### src/rtl/lsu_ctrl.sv
// Load/store unit controller: decodes size/alignment, runs one memory handshake
// with a wait timeout, and formats load data for the core.
module lsu_ctrl #(
  parameter int unsigned TIMEOUT_CYCLES = 255
) (
  input  logic        i_clk,
  input  logic        i_reset,
  input  logic        i_req,
  input  logic        i_we,
  input  logic [2:0]  i_funct3,
  input  logic [31:0] i_addr,
  input  logic [31:0] i_wdata,
  output logic        o_stall,
  output logic        o_done,
  output logic [31:0] o_rdata,
  output logic [1:0]  o_exc,
  output logic        o_mem_req,
  output logic        o_mem_we,
  output logic [31:0] o_mem_addr,
  output logic [31:0] o_mem_wdata,
  output logic [3:0]  o_mem_bmask,
  input  logic        i_mem_ack,
  input  logic [31:0] i_mem_rdata
);

  // state   | meaning
  // IDLE    | waiting for a core request
  // BUSY    | memory request outstanding, counting wait cycles
  // DONE    | one-cycle completion pulse, results on o_rdata/o_exc
  localparam logic [1:0] ST_IDLE = 2'd0;
  localparam logic [1:0] ST_BUSY = 2'd1;
  localparam logic [1:0] ST_DONE = 2'd2;

  localparam logic [1:0] EXC_NONE    = 2'b00;
  localparam logic [1:0] EXC_MISALGN = 2'b01;
  localparam logic [1:0] EXC_TIMEOUT = 2'b10;

  // Last BUSY cycle index before giving up (counter starts at 0 on entry)
  localparam logic [15:0] WAIT_LAST = 16'(TIMEOUT_CYCLES - 1);

  logic [1:0]  state;
  logic [15:0] wait_cnt;
  logic        lat_we;
  logic [2:0]  lat_funct3;
  logic [1:0]  lat_off;

  logic        size_legal;
  logic        misaligned;
  logic [3:0]  bmask_c;
  logic [31:0] wdata_c;
  logic [1:0]  req_exc;

  always_comb begin
    size_legal = 1'b0;
    misaligned = 1'b0;
    bmask_c    = 4'b0000;
    wdata_c    = i_wdata;
    case (i_funct3)
      3'b000: begin
        size_legal = 1'b1;
        bmask_c    = 4'b0001 << i_addr[1:0];
        wdata_c    = {4{i_wdata[7:0]}};
      end
      3'b001: begin
        size_legal = 1'b1;
        misaligned = i_addr[0];
        bmask_c    = 4'b0011 << {i_addr[1], 1'b0};
        wdata_c    = {2{i_wdata[15:0]}};
      end
      3'b010: begin
        size_legal = 1'b1;
        misaligned = |i_addr[1:0];
        bmask_c    = 4'b1111;
      end
      // Unsigned loads have no store counterpart
      3'b100: begin
        size_legal = ~i_we;
        bmask_c    = 4'b0001 << i_addr[1:0];
      end
      3'b101: begin
        size_legal = ~i_we;
        misaligned = i_addr[0];
        bmask_c    = 4'b0011 << {i_addr[1], 1'b0};
      end
      default: ;
    endcase
    if (!size_legal)
      req_exc = 2'b11;
    else if (misaligned)
      req_exc = EXC_MISALGN;
    else
      req_exc = EXC_NONE;
  end

  logic [7:0]  rd_byte;
  logic [15:0] rd_half;
  logic [31:0] load_data;

  always_comb begin
    case (lat_off)
      2'd0:    rd_byte = i_mem_rdata[7:0];
      2'd1:    rd_byte = i_mem_rdata[15:8];
      2'd2:    rd_byte = i_mem_rdata[23:16];
      default: rd_byte = i_mem_rdata[31:24];
    endcase
    rd_half = lat_off[1] ? i_mem_rdata[31:16] : i_mem_rdata[15:0];
    case (lat_funct3)
      3'b000:  load_data = {{24{rd_byte[7]}}, rd_byte};
      3'b001:  load_data = {{16{rd_half[15]}}, rd_half};
      3'b100:  load_data = {24'd0, rd_byte};
      3'b101:  load_data = {16'd0, rd_half};
      default: load_data = i_mem_rdata;
    endcase
  end

  assign o_stall = i_reset & (((state == ST_IDLE) & i_req) | (state == ST_BUSY));

  always_ff @(posedge i_clk) begin
    if (!i_reset) begin
      state       <= ST_IDLE;
      wait_cnt    <= 16'd0;
      lat_we      <= 1'b0;
      lat_funct3  <= 3'd0;
      lat_off     <= 2'd0;
      o_done      <= 1'b0;
      o_rdata     <= 32'd0;
      o_exc       <= EXC_NONE;
      o_mem_req   <= 1'b0;
      o_mem_we    <= 1'b0;
      o_mem_addr  <= 32'd0;
      o_mem_wdata <= 32'd0;
      o_mem_bmask <= 4'd0;
    end else begin
      o_done <= 1'b0;
      case (state)
        ST_IDLE: begin
          if (i_req) begin
            lat_we     <= i_we;
            lat_funct3 <= i_funct3;
            lat_off    <= i_addr[1:0];
            if (req_exc != EXC_NONE) begin
              state   <= ST_DONE;
              o_done  <= 1'b1;
              o_exc   <= req_exc;
              o_rdata <= 32'd0;
            end else begin
              state       <= ST_BUSY;
              wait_cnt    <= 16'd0;
              o_mem_req   <= 1'b1;
              o_mem_we    <= i_we;
              o_mem_addr  <= {i_addr[31:2], 2'b00};
              o_mem_wdata <= wdata_c;
              o_mem_bmask <= bmask_c;
            end
          end
        end
        ST_BUSY: begin
          // Ack is checked first so it wins over a same-cycle timeout
          if (i_mem_ack) begin
            state     <= ST_DONE;
            o_done    <= 1'b1;
            o_mem_req <= 1'b0;
            o_exc     <= EXC_NONE;
            o_rdata   <= lat_we ? 32'd0 : load_data;
          end else if (wait_cnt == WAIT_LAST) begin
            state     <= ST_DONE;
            o_done    <= 1'b1;
            o_mem_req <= 1'b0;
            o_exc     <= EXC_TIMEOUT;
            o_rdata   <= 32'd0;
          end else begin
            wait_cnt <= wait_cnt + 16'd1;
          end
        end
        ST_DONE: state <= ST_IDLE;
        default: state <= ST_IDLE;
      endcase
    end
  end

endmodule

### config.mk
export PLATFORM = sky130hd
export DESIGN_NAME = lsu_ctrl
export DESIGN_NICKNAME = d
export VERILOG_FILES = /design/src/rtl/lsu_ctrl.sv
export SDC_FILE = /design/constraint.sdc
export NUM_CORES = 1
export LEC_CHECK = 0
export BUFFER_PORTS_ARGS = -buffer_cell sky130_fd_sc_hd__clkbuf_2
export CORE_MARGIN = 2
export CORE_UTILIZATION = 50
export CTS_BUF_LIST = sky130_fd_sc_hd__clkbuf_16
export DETAILED_ROUTE_END_ITERATION = 10
export GPL_TIMING_DRIVEN = 0
export HOLD_SLACK_MARGIN = 0.12
export PLACE_DENSITY_LB_ADDON = 0.05
export SYNTH_ARGS = -nofsm -noshare
export SYNTH_HDL_FRONTEND = slang
export SYNTH_SLANG_ARGS = --single-unit
### constraint.sdc
create_clock -name i_clk -period 2.35 [get_ports i_clk]
set_input_delay 0.47 -clock i_clk [delete_from_list [all_inputs] [get_ports i_clk]]
set_output_delay 0.47 -clock i_clk [all_outputs]
set_load 0.01 [all_outputs]
==> results by group <==
Outcome
  • Outcome: completed

STA
  • Final clock period utilization by the worst path: 94.4%
  • Clk_skew: 0.00622 ns
  • Post-layout minimum cycle time: 2.22 ns
  • Final TNS setup: 0 ns
  • FMAX: 451 MHz
  • Worst Max-Slew Pin Slew: 0.892 ns
  • Final Max Slew Viols: 0
  • Relative slew margins: 40.2%
  • RSZ-0062 raised after global routing: no
  • Hold Fails Final Rpt: 0
  • Final setup viols: 0

Finish
  • Fillcell total: 1037
  • Share of layout cells above drive strength 1: 27.8%
  • # diodes: 0
  • Nets: 1023
  • Area growth from synthesis to layout: 31.5%
  • Final Core Density: 66.6%

Routing
  • Via count: 6142
  • TritonRoute pass-1 iters: 5
  • Wire per inst: 16.5 microns
  • Drt drc: 0
  • Via density: 5.73
  • Post-route ant nets: 0
  • DRT iter0 DRCs: 378
  • WL final: 17.7 mm

Logic synthesis
  • Seq/Total Area, Yosys: 44.6%
  • Post-synth cell types: 57
  • Async set-reset flop share out of synthesis: 0%
  • Largest family of logic cells by synthesized area: compound AO/OA/AOI/OAI gates
  • Synth Register Bits: 127
  • Simple-gate share of the synthesized area: 21.2%
  • Share of the synthesized area in the top cell type: 44.6%
  • Synth Flop Type: dfxtp_1
  • Synth Instances: 689
  • Yosys warning count: 0
  • Count leader, synth: nand2_1
  • Proportion of synthesized area in mux cells: 4.30%
  • EDFF count, synth: 0
  • Largest cells by area after synthesis: dfxtp_1 (45%), nand2_1 (9.7%), a21oi_1 (6.1%)
  • Synth Area in XOR/XNOR: 0.154%
  • Post-Syn Area: 5700 sq um
  • Synth Area in Adders: 0.439%
  • Syn avg cell area: 8.28 sq um
  • Post-synth top cells: nand2_1 (147), dfxtp_1 (127), a21oi_1 (70), clkbuf_1 (41), nor2_1 (40)
  • Synth Area in Compound Gates: 24.5%
  • Cell taking the most area after synthesis: dfxtp_1

Power and ir drop
  • Worst VDD drop: 0.616 mV
  • Sw Ratio: 26.4%
  • Cell leakage power: 3.09 nW
  • Post-route total power: 5.51 mW
  • Internal Power: 4.05 mW
  • Combinational share of power: 13.5%
  • NetSw: 1.45 mW
  • Flop pwr share: 41.7%
  • Clock share of power: 44.8%
  • Pwr/cell area: 734 nW/um^2

GRT
  • Met3 usage: 8.86%
  • Pin count of the biggest net entering global routing: 17
  • Busiest grt layer: met2
  • Met2 Track Usage GR: 48.1%
  • First-pass GRT wire length: 28.6 mm
  • Total gr overflow: 0
  • Initial antenna violation count: 0
  • Vias in the first global route: 5963
  • Met1 usage in global routing: 33.9%
  • GRT Resource Usage Total: 28.7%

Floorplan
  • Die H: 111 microns
  • Die W: 111 microns
  • Die footprint: 12300 sq um
  • IO Count: 210
  • Core area: 11300 sq um
  • Cell Rows: 39
  • Initial core utilization: 50.6%

Place
  • Final HPWL DP: 13.2 mm
  • GPL Wtd Cong: 0.903
  • PortBufs: 205

CTS
  • Clk pin slew, worst setup/hold paths: 0.06 ns
  • Root buf cell: clkbuf_16
  • H-tree depth: 4
  • CTS Sinks: 127
  • CTS Buffer Depth: 2
  • Num CTS Buffers: 17
  • CTS tree: built
  • CTS Hold Bufs: 0
  • Clk_lat worst skew: 0.42 ns

Setup path
  • CP Capture Type: flop
  • R2R setup slack: 0.13 ns
  • CP required: 2.66 ns
  • FF-to-FF End: o_rdata[4]
  • CP max stage cell: or4b_1
  • WP buf/inv: 1
  • CP peak stage delay: 0.53 ns
  • Cells on worst reg2reg path: 5
  • CP Cell Sequence: or4b_1 -> nor4_4 -> o2bb2ai_2 -> clkbuf_1 -> a32o_1
  • CP Max Fanout: 10
  • Worst EP arrival: 2.52 ns
  • CP Class: flop to flop
  • RR Startpoint: wait_cnt[2]
  • Delay-heaviest family, CP: simple AND/OR/NAND/NOR gates
  • Startpoint types: flop

Worst hold path
  • Hold Crit Class: input pin to flop
  • Hold path cells: 3
  • Hold_sp: i_addr[12]
  • Hold EP: o_mem_addr[12]

Job
  • Max cap viols: 0
[cell usage in the layout, fill, tap and decap left out, types with 17 or more instances in the layout]
cell type,instances
clkbuf_2,208
clkbuf_16,17
nand2_1,147
a211oi_1,17
mux2i_1,20
clkbuf_1,38
o21ai_0,18
dfxtp_1,127
a32o_1,30
nor2_1,40
a21oi_1,70
[routing by layer]
layer | share of wire [%] | wire, microns
met3 | 10 | 1800
met4 | 2.6 | 459
met1 | 39 | 6930
met5 | 0 | 0
met2 | 48 | 8530
[registers in the layout, indices dropped and copies added (netlist names)]
name	flops
o_mem_wdata	32
o_rdata	32
o_mem_addr	30
wait_cnt	16
o_mem_bmask	4
lat_funct3	3
lat_off	2
o_exc	2
state	2
lat_we	1
o_done	1
o_mem_req	1
o_mem_we	1
[cell families after synthesis]
family,Yosys count
AO/OA/AOI/OAI,203
XOR/XNOR,1
adder cells (fa/ha/maj),2
buffers and inverters,69
flip-flops,127
multiplexers,24
other,1
AND/OR/NAND/NOR,262
[cell type report]
| cell class | instances | area (sq um) | share of cell area (%) |
|---|---|---|---|
| Multi-Input combinational cell | 494 | 2900 | 38.7 |
| Clock buffer | 17 | 425 | 5.67 |
| Sequential cell | 127 | 2540 | 33.9 |
| Timing Repair Buffer | 209 | 1060 | 14.1 |
| Tap cell | 143 | 179 | 2.38 |
| Buffer | 57 | 231 | 3.09 |
| Clock inverter | 14 | 125 | 1.67 |
| Inverter | 11 | 41.3 | 0.550 |
[power by group through the flow]
stage                     clock [mW]  sequential [mW]  combinational [mW]
after floorplan                    0             2.37               0.379
after global placement             0             2.33               0.708
after detailed placement           0             2.34               0.725
after CTS                       2.51             2.29               0.728
after global routing            2.59             2.31               0.814
final                           2.47             2.30               0.746
[how the worst max path moves through the flow]
stage	from	to	cells past startpoint	slack, ns
floorplan	i_mem_ack	wait_cnt[11]	6	0.21
global placement	lat_off[0]	o_rdata[30]	6	-0.32
detailed placement	lat_off[0]	o_rdata[22]	6	-0.39
CTS	lat_off[0]	o_rdata[23]	5	0.03
global route	wait_cnt[2]	o_rdata[4]	5	0.02
finish	wait_cnt[2]	o_rdata[4]	5	0.13
[timing repair]
item                                   4_1_cts  5_1_grt
gates resized for setup                      2        4
endpoints found under the hold margin        0        0
pin swaps                                    1        1
setup endpoints to repair                   35       21
buffers inserted                             2        2
[tightest hold or removal path, delay by kind of cell]
family,cells,cell delay (ns)
AOI/OAI and AO/OA,1,0.05
buffers and inverters,1,0.08
and+or+nand+nor,1,0.04
[per-stage QoR]
stage	hold WS, ns	area [sq um]	setup WS, ns	cells
after floorplan	0.451	5710	0.214	690
after global placement	0.442	6910	-0.319	1038
after detailed placement	0.447	6910	-0.394	1038
after CTS	0.259	7480	0.0276	1070
after global routing	0.270	7500	0.0153	1072
final	0.271	7500	0.133	1072
No activity file was read; power rests on OpenSTA's default activity.
